File: src/rtl/burst_ram_pkg.sv
// Shared definitions for the BurstRAM two-requester arbiter: command codes,
// arbiter state encoding and the default burst length.
package burst_ram_pkg;

  localparam logic BR_CMD_READ  = 1'b0;
  localparam logic BR_CMD_WRITE = 1'b1;

  localparam int unsigned BURST_COUNT_DEFAULT = 4;

  typedef enum logic [1:0] {
    ARB_IDLE,
    ARB_GRANT,
    ARB_WRITE,
    ARB_READ
  } arb_state_t;

endpackage

File: src/rtl/burst_ram_arbiter_picker.sv
// Two-way round-robin pick: a lone requester wins, a tie goes to the
// requester that was not served last.
module burst_ram_arbiter_picker (
  input  logic req0,
  input  logic req1,
  input  logic last,
  output logic valid,
  output logic winner
);

  always_comb begin
    valid  = req0 | req1;
    winner = (req0 & req1) ? ~last : req1;
  end

endmodule

File: src/rtl/burst_ram_arbiter.sv
// Shares one BurstRAM between two burst masters, holding the grant for a whole
// burst. Define BURST_RAM_ARBITER_BACK_TO_BACK_EN to re-arbitrate at burst end.
module burst_ram_arbiter
  import burst_ram_pkg::*;
#(
  parameter int unsigned DEPTH_BITWIDTH = 4,
  parameter int unsigned BURST_COUNT    = BURST_COUNT_DEFAULT
) (
  input  logic                      clk,
  input  logic                      rst,
  input  logic                      m0_req,
  input  logic                      m0_cmd,
  input  logic                      m0_cmd_en,
  input  logic [DEPTH_BITWIDTH-1:0] m0_addr,
  input  logic [63:0]               m0_wr_data,
  input  logic [7:0]                m0_data_mask,
  output logic [63:0]               m0_rd_data,
  output logic                      m0_rd_data_ready,
  output logic                      m0_busy,
  input  logic                      m1_req,
  input  logic                      m1_cmd,
  input  logic                      m1_cmd_en,
  input  logic [DEPTH_BITWIDTH-1:0] m1_addr,
  input  logic [63:0]               m1_wr_data,
  input  logic [7:0]                m1_data_mask,
  output logic [63:0]               m1_rd_data,
  output logic                      m1_rd_data_ready,
  output logic                      m1_busy,
  output logic                      br_cmd,
  output logic                      br_cmd_en,
  output logic [DEPTH_BITWIDTH-1:0] br_addr,
  output logic [63:0]               br_wr_data,
  output logic [7:0]                br_data_mask,
  input  logic [63:0]               br_rd_data,
  input  logic                      br_rd_data_ready,
  input  logic                      br_busy
);

  localparam int unsigned BEAT_W = (BURST_COUNT > 1) ? $clog2(BURST_COUNT) : 1;
  localparam logic [BEAT_W-1:0] LAST_BEAT = BEAT_W'(BURST_COUNT - 1);

  arb_state_t        state;
  logic              owner;
  logic              last;
  logic [BEAT_W-1:0] beat;

  logic own_req;
  logic own_cmd;
  logic own_cmd_en;
  logic owner_ready;
  logic burst_done;
  logic pick_last;
  logic pick_valid;
  logic pick_winner;

  always_comb begin
    own_req      = owner ? m1_req       : m0_req;
    own_cmd      = owner ? m1_cmd       : m0_cmd;
    own_cmd_en   = owner ? m1_cmd_en    : m0_cmd_en;
    br_cmd       = own_cmd;
    br_addr      = owner ? m1_addr      : m0_addr;
    br_wr_data   = owner ? m1_wr_data   : m0_wr_data;
    br_data_mask = owner ? m1_data_mask : m0_data_mask;
    br_cmd_en    = (state == ARB_GRANT) && own_cmd_en && !br_busy;

    owner_ready = (state == ARB_GRANT) && !br_busy;
    m0_busy     = !(owner_ready && !owner);
    m1_busy     = !(owner_ready && owner);

    m0_rd_data       = br_rd_data;
    m1_rd_data       = br_rd_data;
    m0_rd_data_ready = br_rd_data_ready && (state == ARB_READ) && !owner;
    m1_rd_data_ready = br_rd_data_ready && (state == ARB_READ) && owner;

    burst_done = (beat == LAST_BEAT) &&
                 ((state == ARB_WRITE) || ((state == ARB_READ) && br_rd_data_ready));
  end

  // Outside IDLE the picker only matters at burst end, where the owner is
  // about to become the new `last`, so it is fed directly.
`ifdef BURST_RAM_ARBITER_BACK_TO_BACK_EN
  always_comb pick_last = (state == ARB_IDLE) ? last : owner;
`else
  always_comb pick_last = last;
`endif

  burst_ram_arbiter_picker u_picker (
    .req0   (m0_req),
    .req1   (m1_req),
    .last   (pick_last),
    .valid  (pick_valid),
    .winner (pick_winner)
  );

  always_ff @(posedge clk) begin
    if (rst) begin
      state <= ARB_IDLE;
      owner <= 1'b0;
      last  <= 1'b1;
      beat  <= '0;
    end else begin
      case (state)
        ARB_IDLE: begin
          if (pick_valid && !br_busy) begin
            owner <= pick_winner;
            state <= ARB_GRANT;
          end
        end
        ARB_GRANT: begin
          if (own_cmd_en && !br_busy) begin
            if (own_cmd == BR_CMD_WRITE) begin
              state <= ARB_WRITE;
              beat  <= BEAT_W'(1);
            end else begin
              state <= ARB_READ;
              beat  <= '0;
            end
          end else if (!own_req) begin
            state <= ARB_IDLE;
            last  <= owner;
          end
        end
        ARB_WRITE: beat <= beat + BEAT_W'(1);
        ARB_READ: begin
          if (br_rd_data_ready) beat <= beat + BEAT_W'(1);
        end
        default: state <= ARB_IDLE;
      endcase

      if (burst_done) begin
        last <= owner;
        beat <= '0;
`ifdef BURST_RAM_ARBITER_BACK_TO_BACK_EN
        if (pick_valid) begin
          owner <= pick_winner;
          state <= ARB_GRANT;
        end else begin
          state <= ARB_IDLE;
        end
`else
        state <= ARB_IDLE;
`endif
      end
    end
  end

endmodule

File: config.mk
export PLATFORM = sky130hd
export DESIGN_NAME = burst_ram_arbiter
export DESIGN_NICKNAME = d
export VERILOG_FILES = /design/src/rtl/burst_ram_pkg.sv /design/src/rtl/burst_ram_arbiter_picker.sv /design/src/rtl/burst_ram_arbiter.sv
export SDC_FILE = /design/constraint.sdc
export NUM_CORES = 1
export LEC_CHECK = 0
export BUFFER_PORTS_ARGS = -buffer_cell sky130_fd_sc_hd__clkbuf_2
export CAP_MARGIN = 20
export CORE_AREA = 2 2 168 170
export CTS_CLUSTER_SIZE = 14
export DETAILED_ROUTE_END_ITERATION = 10
export DIE_AREA = 0 0 170 172
export GPL_TIMING_DRIVEN = 0
export SYNTH_ARGS = -nofsm -noshare
export SYNTH_HDL_FRONTEND = slang
export SYNTH_SLANG_ARGS = --single-unit
File: constraint.sdc
create_clock -name clk -period 1.24 [get_ports clk]
set_input_delay 0.124 -clock clk [delete_from_list [all_inputs] [get_ports clk]]
set_output_delay 0.124 -clock clk [all_outputs]
set_load 0.1 [all_outputs]
Word level (Yosys, flattened, before mapping)
Cells that the tools add are included.

Input port bits: 226. Word-level logic and storage cells: 63. Output and inout port bits: 210. Register bits after elaboration: 6.

$add $sub $neg: 1. Reductions and logical operators: 25. Muxes and demuxes: 20. Bitwise operators: 3. Equality and inequality tests: 10.

Operators with widths (number): 64-bit 2-to-1 mux (1); 1-bit logical AND (11); 1-bit 2-to-1 mux (10); 2-bit 2-to-1 mux (5); 3-bit AND reduction (3); 8-bit 2-to-1 mux (1); 2-bit equality test (second input constant) (3); 2-bit inequality test (second input constant) (3); 2-bit one-hot mux with 3 select lines (1); 1-bit logical NOT (4); 4-bit 2-to-1 mux (1); 2-bit by 1-bit inequality test with 1-bit output (second input constant) (2); 2-bit one-hot mux with 2 select lines (1); 2-bit nonzero test (2); 3-bit by 2-bit inequality test with 1-bit output (second input constant) (1); 3-bit nonzero test (1); 2-bit by 1-bit adder with 2-bit output (second input constant) (1); 2-bit by 1-bit equality test with 1-bit output (second input constant) (1); 2-bit logical NOT (1); 2-bit AND reduction (1); 2-bit OR reduction (1); 1-bit bitwise AND (1); 1-bit logical OR (1); 1-bit NOT (1); 1-bit OR (1).

Longest topological paths before layout
Gate-level depths: netlist of run 1.

Depth after elaboration: 6. Depth in mapped cells: 5. Depth with buffers taken out: 4.

Hierarchy
Synthesis of run 1 repeated with hierarchy kept, for this count alone.

Cells, all modules: 259. Area total of the unflattened synthesis: 2273.4 um2.

Modules (own cells, without submodules): burst_ram_arbiter (instances 1, cells each 257, seq. area each 120.1 um2, area each 2259.7 um2); burst_ram_arbiter_picker (instances 1, cells each 2, seq. area each 0.0 um2, area each 13.8 um2).

Worst setup path after synthesis of run 1
No wires, ideal clock.

Kind: flip-flop to output port. Start point: reg owner. End point: out m1_rd_data_ready. Data required time: 1.116 ns. Cell stages (with the launch flop): 5. Buffers on the path: 2. Arrival time: 2.068 ns. Setup slack: -0.952 ns. Path through: dfxtp_1 > buf_2 > buf_2 > inv_2 > nor2_1.

Longest elaborated chain between the ends: 1.

Ends and longest elaborated chain: start: declaration (line burst_ram_arbiter.sv:43) `logic owner;`; start signal: assignment (line burst_ram_arbiter.sv:105) `owner <= pick_winner;`; 1-bit logical AND (line burst_ram_arbiter.sv:73) `m1_rd_data_ready = br_rd_data_ready && (state == ARB_READ) && owner;`; end: declaration (line burst_ram_arbiter.sv:27) `output logic m1_rd_data_ready,`.

Every way passes these cells.

Worst setup path in the final report of run 1
Start point: reg owner. End point: out br_wr_data[0].

Longest elaborated chain between the ends: 1.

Ends and longest elaborated chain: 64-bit 2-to-1 mux (line burst_ram_arbiter.sv:62) `br_wr_data = owner ? m1_wr_data : m0_wr_data;`; end: declaration (line burst_ram_arbiter.sv:32) `output logic [63:0] br_wr_data,`.

Every way passes these cells.

==> impl_results.md, run 1 <==
* Status: complete, but fails checks
* Failing checks: setup timing
* Fmax at 609 MHz
* # hold bufs at CTS at 0
* Full die area at 0.0292 mm²
* Worst-path clk slew at 30 ps
* Sequential power share at 3.4%
* Max Cap Viol at 0
* PD cells at 923 mW/mm²
* H-tree Lvls at 1
* Adder-cell share of the synthesized area at 0.561%
* CTS buffer count at 3
* EDFF count, synth at 0
* Clock share of power at 8.1%
* Wirelength per Cell at 14.9 µm
* Mapped Cells at 260
* CTS Buffer Depth at 2
* Worst setup EP type: primary output
* Worst Tran Pin Value at 562 ps
* Post-Syn Area per Cell at 8.58 µm²
* First-pass GRT wire length at 18.4 mm
* Mapped cell area at 0.00223 mm²
* NetSw at 0.00389 W
* Worst Path Max Fanout at 10
* Slack of the critical path at -403 ps
* Crit path launch type: flip-flop
* First-iteration detailed-routing DRC count at 45
* WP data arrival at 1520 ps
* Net count after synthesis at 487
* CTS tree: yes
* Crit path time final at 1640 ps
* IO buf count at 371
* Final count of pins violating max slew at 0
* Starting density of the core at 8.12%
* WHS at 87.1 ps
* Hold wc startpoint: rst
* Post-synthesis xor/xnor area fraction at 0%
* Pint at 0.00252 W
* Simple-gate portion of the synthesized area at 5.44%
* Post-synthesis mux area share at 41.2%
* Top post-synthesis cells by count: buf_4, mux2_1, buf_2
* CP required at 1120 ps
* CP Launch Point: owner$_SDFFE_PP0P_
* Root Buffer: clkbuf_16
* Top cells by area, synth: buf_4, mux2_1, dfxtp_1
* Hold WC Path Type: primary input to flip-flop
* Die width at 170 µm
* Final Cycle Share at 132%
* Largest family of logic cells by synthesized area: buffers and inverters
* Worst vdd ir at 0.577 mV
* Row cnt at 61
* CP Class: flip-flop to primary output
* Main synth FF type: dfxtp_1
* Placed Cells at 977
* FF+latch area at 131 µm²
* Comb pwr share at 88.5%
* Synth async-reset ratio at 0%
* Clk sink count at 6
* Unique masters post-synth at 22
* Final Skew at 0.381 ps
* Synthesis-to-finish area growth at 211%
* Detailed placement HPWL at 11.9 mm
* Total congestion overflow at 0
* Multi-input combinational cell area at 0.00145 mm²
* Unrepaired setup endpoints after global routing: true
* Total Routed Length at 14.8 mm
* # setup viols final at 86
* Sw Share at 60.7%
* Seq cells post-synth at 6
* Clk_lat worst skew at 230 ps
* TNS Setup at -30,180 ps
* Final core occ at 25.3%
* Post-synth top area cell: buf_4
* Drt drc at 0
* Vias in the first global route at 2,971
* Nets at 879
* Initial antenna violation count at 3
* Via count at 3,149
* Final GP Congestion at 0.793
* Antenna Nets Post-Route at 0
* All-Layer GR Usage at 8.49%
* Register area share after synthesis at 5.38%
* Crit Reg-Reg Startpoint: owner$_SDFFE_PP0P_
* Fillers at 2,869
* Die height at 172 µm
* Rel. slew slack at 62.7%
* IO Count at 436
* Most common cell in the netlist: buf_4
* Post-synthesis compound-gate area fraction at 1.79%
* Placeable Area at 0.0275 mm²
* Leakage at 3.74 nW
* Largest net degree at the start of global routing at 11
* Vias per cell at 3.16
* Layout cells sized above 1 at 95.5%
* Endpoints failing hold at 0
* Syn. warnings at 0
* Fin cells at 997
* Yosys top cell area share at 43.1%
* Total Power at 0.00642 W
* First-pass iteration count of the detailed router at 4
-- cell type report --
| type | count | area share [%] |
|---|---|---|
| Sequential cell | 6 | 1.89 |
| Buffer | 136 | 16.2 |
| Clock buffer | 3 | 1.08 |
| Multi-Input combinational cell | 114 | 20.9 |
| Timing Repair Buffer | 388 | 53.5 |
| Antenna cell | 1 | 0.0360 |
| Inverter | 3 | 0.162 |
| Tap cell | 346 | 6.23 |
-- cell families (layout without fill, tap and decap cells) --
logic type      Yosys count  after routing
buf+inv                 140            530
mux                      82             82
simple gates             24             24
compound gates            7              7
flops                     6              6
fa+ha+maj                 1              1
other cells               0              1
-- power groups by stage --
stage | Clock, W | Combinational (W) | Sequential [W]
final | 0.000522 | 0.00568 | 0.000217
after global routing | 0.000549 | 0.00581 | 0.000220
after CTS | 0.000533 | 0.00565 | 0.000218
after detailed placement | 0 | 0.00468 | 0.000224
after global placement | 0 | 0.00466 | 0.000223
after floorplan | 0 | 0.00400 | 0.000220
-- worst paths after layout --
kind | end | slack, ps | cells past startpoint
setup / recovery | br_wr_data[0] | -400 | 4
hold / removal | owner$_SDFFE_PP0P_ | 90 | 2
setup reg to reg | beat[0]$_SDFFE_PP0P_ | -200 | 7
hold reg to reg | beat[1]$_SDFFE_PP0P_ | 480 | 2
-- per-stage QoR --
| step | setup WS, ps | cell area, µm² |
|---|---|---|
| 3_3_place_gp | -569 | 4900 |
| 3_5_place_dp | -569 | 4900 |
| 2_1_floorplan | -382 | 2610 |
| 4_1_cts | -446 | 6900 |
| 5_1_grt | -444 | 6950 |
| 6_report | -403 | 6950 |
-- worst max-delay path, cell delays in order (launching register included) --
cell and delay (ps):
dfxtp_4 390, buf_12 170, buf_12 170, mux2_4 330
clkbuf_16 200
-- layer usage --
metal | wire length, µm | global-route usage (%)
met4 | 183 | 1.34
met5 | 0 | 0
met2 | 7670 | 15.5
met3 | 1260 | 2.04
met1 | 5710 | 10.3
-- flip-flops by register name, indices dropped and copies added, names as in the netlist --
signal  cells
owner       1
beat        2
state       2
last        1
-- cells in the final DEF (no fill, tap or decap), drive strengths merged, types with 2 or more instances in the layout --
cell and instances:
nand3 5, clkbuf 373, nand2 5, mux2i 6
dfxtp 6, o21ai 2, mux2 76, inv 3
nor2 7, nand2b 3, buf 154, a21oi 3
-- what timing repair did --
| item | 4_1_cts | 5_1_grt |
|---|---|---|
| pin swaps | 3 | 1 |
| resized for setup | 275 | 15 |
| gates cloned | 3 | 1 |
| setup endpoints to repair | 86 | 86 |
| setup buffers | 12 | 2 |
Note: power is estimated with default switching activity, not from simulation.
==> run 2, diff against run 1 <==
--- a/config.mk
+++ b/config.mk
@@ -11,7 +11,7 @@
 export CTS_CLUSTER_SIZE = 14
 export DETAILED_ROUTE_END_ITERATION = 10
 export DIE_AREA = 0 0 170 172
-export GPL_TIMING_DRIVEN = 0
+export GPL_ROUTABILITY_DRIVEN = 0
 export SYNTH_ARGS = -nofsm -noshare
 export SYNTH_HDL_FRONTEND = slang
 export SYNTH_SLANG_ARGS = --single-unit
==> impl_results.md, run 2 (synthesis gave the netlist of run 1 again) <==
* Status: complete, but fails checks (unchanged)
* Worst vdd ir at 0.277 mV (was 0.577 mV)
* Starting density of the core at 8.12% (unchanged)
* Root Buffer: clkbuf_16 (unchanged)
* All-Layer GR Usage at 6.84% (was 8.49%)
* CP max stage delay at 390 ps (about the same)
* Drt drc at 0 (unchanged)
* Worst setup EP type: primary output (unchanged)
* Largest regs: beat (2), state (2) (unchanged)
* IO Count at 436 (unchanged)
* Clk_lat worst skew at 230 ps (about the same)
* Top Family by Delay on Critical Path: buffers and inverters (unchanged)
* IO buf count at 243 (was 371)
* # setup viols final at 87 (was 86)
* CTS buffer count at 3 (unchanged)
* Wirelength per Cell at 15.3 µm (was 14.9 µm)
* Max Cap Viol at 0 (unchanged)
* Final Skew at 1.10 ps (was 0.381 ps)
* Commonest cells after routing, fill and taps aside: clkbuf_2, buf_12, mux2_4 (was clkbuf_2, buf_4, clkbuf_16)
* Detailed placement HPWL at 10.3 mm (was 11.9 mm)
* Worst Path Max Fanout at 8 (was 10)
* H-tree Lvls at 1 (unchanged)
* Full die area at 0.0292 mm² (unchanged)
* Row cnt at 61 (unchanged)
* Vias per cell at 3.07 (was 3.16)
* Die height at 172 µm (unchanged)
* Most common cell after layout, fill and taps aside: clkbuf_2 (unchanged)
* CTS tree: yes (unchanged)
* Initial antenna violation count at 2 (was 3)
* Endpoints failing hold at 0 (unchanged)
* First-pass GRT wire length at 14.4 mm (was 18.4 mm)
* Rel. slew slack at 87.3% (was 62.7%)
* Crit path launch type: flip-flop (unchanged)
* Largest net degree at the start of global routing at 15 (was 11)
* Worst Tran Pin Value at 186 ps (was 562 ps)
* CP required at 1120 ps (about the same)
* Synthesis-to-finish area growth at 122% (was 211%)
* Die width at 170 µm (unchanged)
* Ant diodes at 0 (was 1)
* CTS Buffer Depth at 2 (unchanged)
* Fmax at 638 MHz (was 609 MHz)
* Total Routed Length at 11.5 mm (was 14.8 mm)
* Hold WC Path Type: primary input to flip-flop (unchanged)
* Via count at 2,302 (was 3,149)
* Bufs and invs on worst path at 3 (unchanged)
* Failing checks: setup timing (unchanged)
* CP Class: flip-flop to primary output (unchanged)
* Unrepaired setup endpoints after global routing: true (unchanged)
* Nets at 632 (was 879)
* # hold bufs at CTS at 0 (unchanged)
* Flop2flop setup slack at -200 ps (about the same)
* Leakage at 2.38 nW (was 3.74 nW)
* PD cells at 844 mW/mm² (was 923 mW/mm²)
* TNS Setup at -23,720 ps (was -30,180 ps)
* Cell with the largest stage delay on the worst path: dfxtp_4 (unchanged)
* Final count of pins violating max slew at 0 (unchanged)
* Clk sink count at 6 (unchanged)
* Placeable Area at 0.0275 mm² (unchanged)
* Fillers at 3,034 (was 2,869)
* First-iteration detailed-routing DRC count at 38 (was 45)
* Worst-path clk slew at 40 ps (was 30 ps)
* Crit-path most repeated cell: buf_12 (unchanged)
* Critical path, cell by cell: buf_12 -> clkbuf_16 -> mux2_4 -> buf_12 (was buf_12 -> buf_12 -> mux2_4 -> clkbuf_16)
* Vias in the first global route at 2,253 (was 2,971)
* Antenna Nets Post-Route at 0 (unchanged)
* Layout cells sized above 1 at 92.8% (was 95.5%)
* First-pass iteration count of the detailed router at 3 (was 4)
* WP data arrival at 1440 ps (was 1520 ps)
* Crit path time final at 1570 ps (was 1640 ps)
* Slack of the critical path at -327 ps (was -403 ps)
* Final Cycle Share at 126% (was 132%)
* Total congestion overflow at 0 (unchanged)
* Total Power at 0.00419 W (was 0.00642 W)
-- run 2: layout make-up --
| type | instances | area, µm² | area share (%) |
|---|---|---|---|
| inverters | 3 | 16.3 | 0.328 |
| repair buffers | 277 | 2820 | 56.9 |
| flip-flops and latches | 6 | 125 | 2.52 |
| multi-input cells | 114 | 1490 | 29.9 |
| well taps | 346 | 433 | 8.72 |
| clock buffers | 4 | 78.8 | 1.59 |
-- run 2: worst register-to-register path, cell delays in order, from the launching register on --
cell,delay [ps]
dfxtp_4,390
buf_4,150
mux2i_4,240
buf_6,140
nor2_4,50
buf_6,110
nand3b_1,150
a31oi_1,140
-- run 2: power breakdown --
part	internal, W	switching [W]	total, W
combinational	0.00141	0.00202	0.00343
clock	0.000427	0.000116	0.000544
sequential	0.000206	0.00000971	0.000215
-- run 2: layer usage --
metal | vias to the layer above | GRT usage [%] | wire, µm
met2 | 256 | 11.4 | 5520
met3 | 12 | 4.74 | 1950
met4 | 0 | 1.19 | 103
met1 | 1001 | 7.23 | 3890
li1 | 1033 | - | -
met5 | - | 0 | 0
-- run 2: per-stage QoR --
stage / util, % / worst slack [ps] / hold WS [ps] / std cells / instance area, µm²
after global routing: 18.1 / -364 / 134 / 750 / 4960
after detailed placement: 17.0 / -123 / 249 / 738 / 4660
final: 18.1 / -327 / 98.7 / 750 / 4960
after CTS: 17.7 / -338 / 106 / 748 / 4870
after floorplan: - / -382 / 186 / 260 / 2610
after global placement: 17.0 / -108 / 249 / 738 / 4660
-- run 2: timing repair --
action,CTS,global route
buffers inserted,5,5
cloned,1,1
gates resized for setup,13,21
pin swaps,5,3
setup endpoints to repair,85,88
-- run 2: worst paths after layout --
kind                              from                     to  cells past startpoint
setup / recovery    owner$_SDFFE_PP0P_             br_addr[1]                      4
hold / removal                     rst     owner$_SDFFE_PP0P_                      2
hold reg to reg   beat[1]$_SDFFE_PP0P_   beat[1]$_SDFFE_PP0P_                      2
setup reg to reg    owner$_SDFFE_PP0P_  state[0]$_SDFFE_PP0P_                      7
==> run 3, diff against run 2 <==
--- a/config.mk
+++ b/config.mk
@@ -12,6 +12,7 @@
 export DETAILED_ROUTE_END_ITERATION = 10
 export DIE_AREA = 0 0 170 172
 export GPL_ROUTABILITY_DRIVEN = 0
+export MAX_ROUTING_LAYER = met4
 export SYNTH_ARGS = -nofsm -noshare
 export SYNTH_HDL_FRONTEND = slang
 export SYNTH_SLANG_ARGS = --single-unit
==> impl_results.md, run 3 (synthesis gave the netlist of run 1 again) <==
* Cell depth of the worst setup path at 4 (unchanged)
* Slack of the critical path at -326 ps (was -327 ps)
* Layout cells sized above 1 at 92.8% (unchanged)
* Starting density of the core at 8.12% (unchanged)
* Synthesis-to-finish area growth at 122% (unchanged)
* Fillers at 3,034 (unchanged)
* First-pass iteration count of the detailed router at 3 (unchanged)
* CTS Buffer Depth at 2 (unchanged)
* Drt drc at 0 (unchanged)
* IO buf count at 243 (unchanged)
* Leakage at 2.38 nW (unchanged)
* # setup viols final at 87 (unchanged)
* Ant diodes at 0 (unchanged)
* Status: complete, but fails checks (unchanged)
* Commonest cells after routing, fill and taps aside: clkbuf_2, buf_12, mux2_4 (unchanged)
* Failing checks: setup timing (unchanged)
* Worst-path clk slew at 40 ps (about the same)
* Top Family by Delay on Critical Path: buffers and inverters (unchanged)
* CTS buffer count at 3 (unchanged)
* First-iteration detailed-routing DRC count at 37 (was 38)
* Most common cell after layout, fill and taps aside: clkbuf_2 (unchanged)
* WHS Path Cells at 2 (unchanged)
* Total congestion overflow at 0 (unchanged)
* Placeable Area at 0.0275 mm² (unchanged)
* H-tree Lvls at 1 (unchanged)
* Critical path, cell by cell: buf_12 -> clkbuf_16 -> mux2_4 -> buf_12 (unchanged)
* PD cells at 844 mW/mm² (about the same)
* Reg2Reg Capture Point: state[0]$_SDFFE_PP0P_ (unchanged)
* Endpoints failing hold at 0 (unchanged)
* Bufs and invs on worst path at 3 (unchanged)
* CP required at 1120 ps (about the same)
* Max Cap Viol at 0 (unchanged)
* Final Cell Area at 0.00496 mm² (unchanged)
* Crit-path most repeated cell: buf_12 (unchanged)
* First-pass GRT wire length at 14.4 mm (about the same)
* Full die area at 0.0292 mm² (unchanged)
* Unrepaired setup endpoints after global routing: true (unchanged)
* Total Routed Length at 11.5 mm (about the same)
* Wirelength per Cell at 15.3 µm (about the same)
* Total Power at 0.00419 W (about the same)
* Clk_lat worst skew at 230 ps (about the same)
* Die height at 172 µm (unchanged)
* Detailed placement HPWL at 10.3 mm (unchanged)
* Worst vdd ir at 0.277 mV (about the same)
* Vias per cell at 3.06 (was 3.07)
* Root Buffer: clkbuf_16 (unchanged)
* Rel. slew slack at 87.3% (unchanged)
* CP Class: flip-flop to primary output (unchanged)
* WP data arrival at 1440 ps (about the same)
* Via count at 2,298 (was 2,302)
* Final count of pins violating max slew at 0 (unchanged)
* Final Skew at 1.10 ps (unchanged)
* Vias in the first global route at 2,254 (was 2,253)
* Crit Reg-Reg Startpoint: owner$_SDFFE_PP0P_ (unchanged)
* Initial antenna violation count at 2 (unchanged)
* Largest net degree at the start of global routing at 15 (unchanged)
* All-Layer GR Usage at 7.03% (was 6.84%)
* Antenna Nets Post-Route at 0 (unchanged)
* Hold path endpoint: owner$_SDFFE_PP0P_ (unchanged)
* Hold WC Path Type: primary input to flip-flop (unchanged)
* Worst Tran Pin Value at 186 ps (unchanged)
* Worst Path Max Fanout at 8 (unchanged)
* Flop2flop setup slack at -200 ps (about the same)
* CTS tree: yes (unchanged)
* Crit path time final at 1570 ps (about the same)
* Placed cell areas at 0.00466 mm² (unchanged)
* Fmax at 639 MHz (was 638 MHz)
* Die width at 170 µm (unchanged)
* Worst setup EP type: primary output (unchanged)
* Final Cycle Share at 126% (about the same)
* IO Count at 436 (unchanged)
* Crit path launch type: flip-flop (unchanged)
* Largest regs: beat (2), state (2) (unchanged)
* CP max stage delay at 390 ps (about the same)
* Row cnt at 61 (unchanged)
* Hold wc startpoint: rst (unchanged)
* Cell with the largest stage delay on the worst path: dfxtp_4 (unchanged)
* Worst R2R Path Depth at 7 (unchanged)
* Clk sink count at 6 (unchanged)
* Nets at 632 (unchanged)
run 3: area by class of cell:
cell class                      instances  area [µm²]  share of cell area (%)
Clock buffer                            4        78.8                    1.59
Inverter                                3        16.3                   0.328
Multi-Input combinational cell        114        1490                    29.9
Sequential cell                         6         125                    2.52
Tap cell                              346         433                    8.72
Timing Repair Buffer                  277        2820                    56.9
run 3: what timing repair did:
action	4_1_cts	5_1_grt
cloned	1	1
setup endpoints to repair	85	88
pin swaps	5	3
gates resized for setup	13	21
endpoints found under the hold margin	0	0
buffers inserted	5	5
hold buffers	0	0
run 3: per-stage QoR:
stage                     worst slack [ps]  util [%]  setup TNS, ps  hold WS (ps)  instances
after floorplan                       -382         -           -966           186        260
after global placement                -108      17.0          -5450           249        738
after detailed placement              -123      17.0          -6180           249        738
after CTS                             -338      17.7         -25580           106        748
after global routing                  -364      18.1         -27100           134        750
final                                 -326      18.1         -23680          98.5        750
run 3: worst max path at each step:
stage	start	to	slack [ps]
2_1_floorplan	state[0]$_SDFFE_PP0P_	state[0]$_SDFFE_PP0P_	-380
3_3_place_gp	owner$_SDFFE_PP0P_	br_wr_data[29]	-110
3_5_place_dp	owner$_SDFFE_PP0P_	br_wr_data[35]	-120
4_1_cts	owner$_SDFFE_PP0P_	br_wr_data[40]	-340
5_1_grt	owner$_SDFFE_PP0P_	br_addr[1]	-360
6_report	owner$_SDFFE_PP0P_	br_addr[1]	-330
run 3: power breakdown:
group	switching, W	leakage (nW)	internal [W]	total, W
clock network	0.000116	0.0382	0.000427	0.000544
registers	0.00000971	0.0500	0.000206	0.000215
logic	0.00202	2.30	0.00141	0.00343
total	0.00215	2.38	0.00204	0.00419
run 3: per-layer routing:
| metal | vias to the layer above | GRT usage (%) | share of wire, % |
|---|---|---|---|
| met5 | - | - | 0 |
| met4 | 0 | 1.19 | 0.90 |
| met3 | 12 | 4.81 | 17 |
| met2 | 255 | 11.4 | 48 |
| met1 | 998 | 7.16 | 34 |
| li1 | 1033 | - | - |
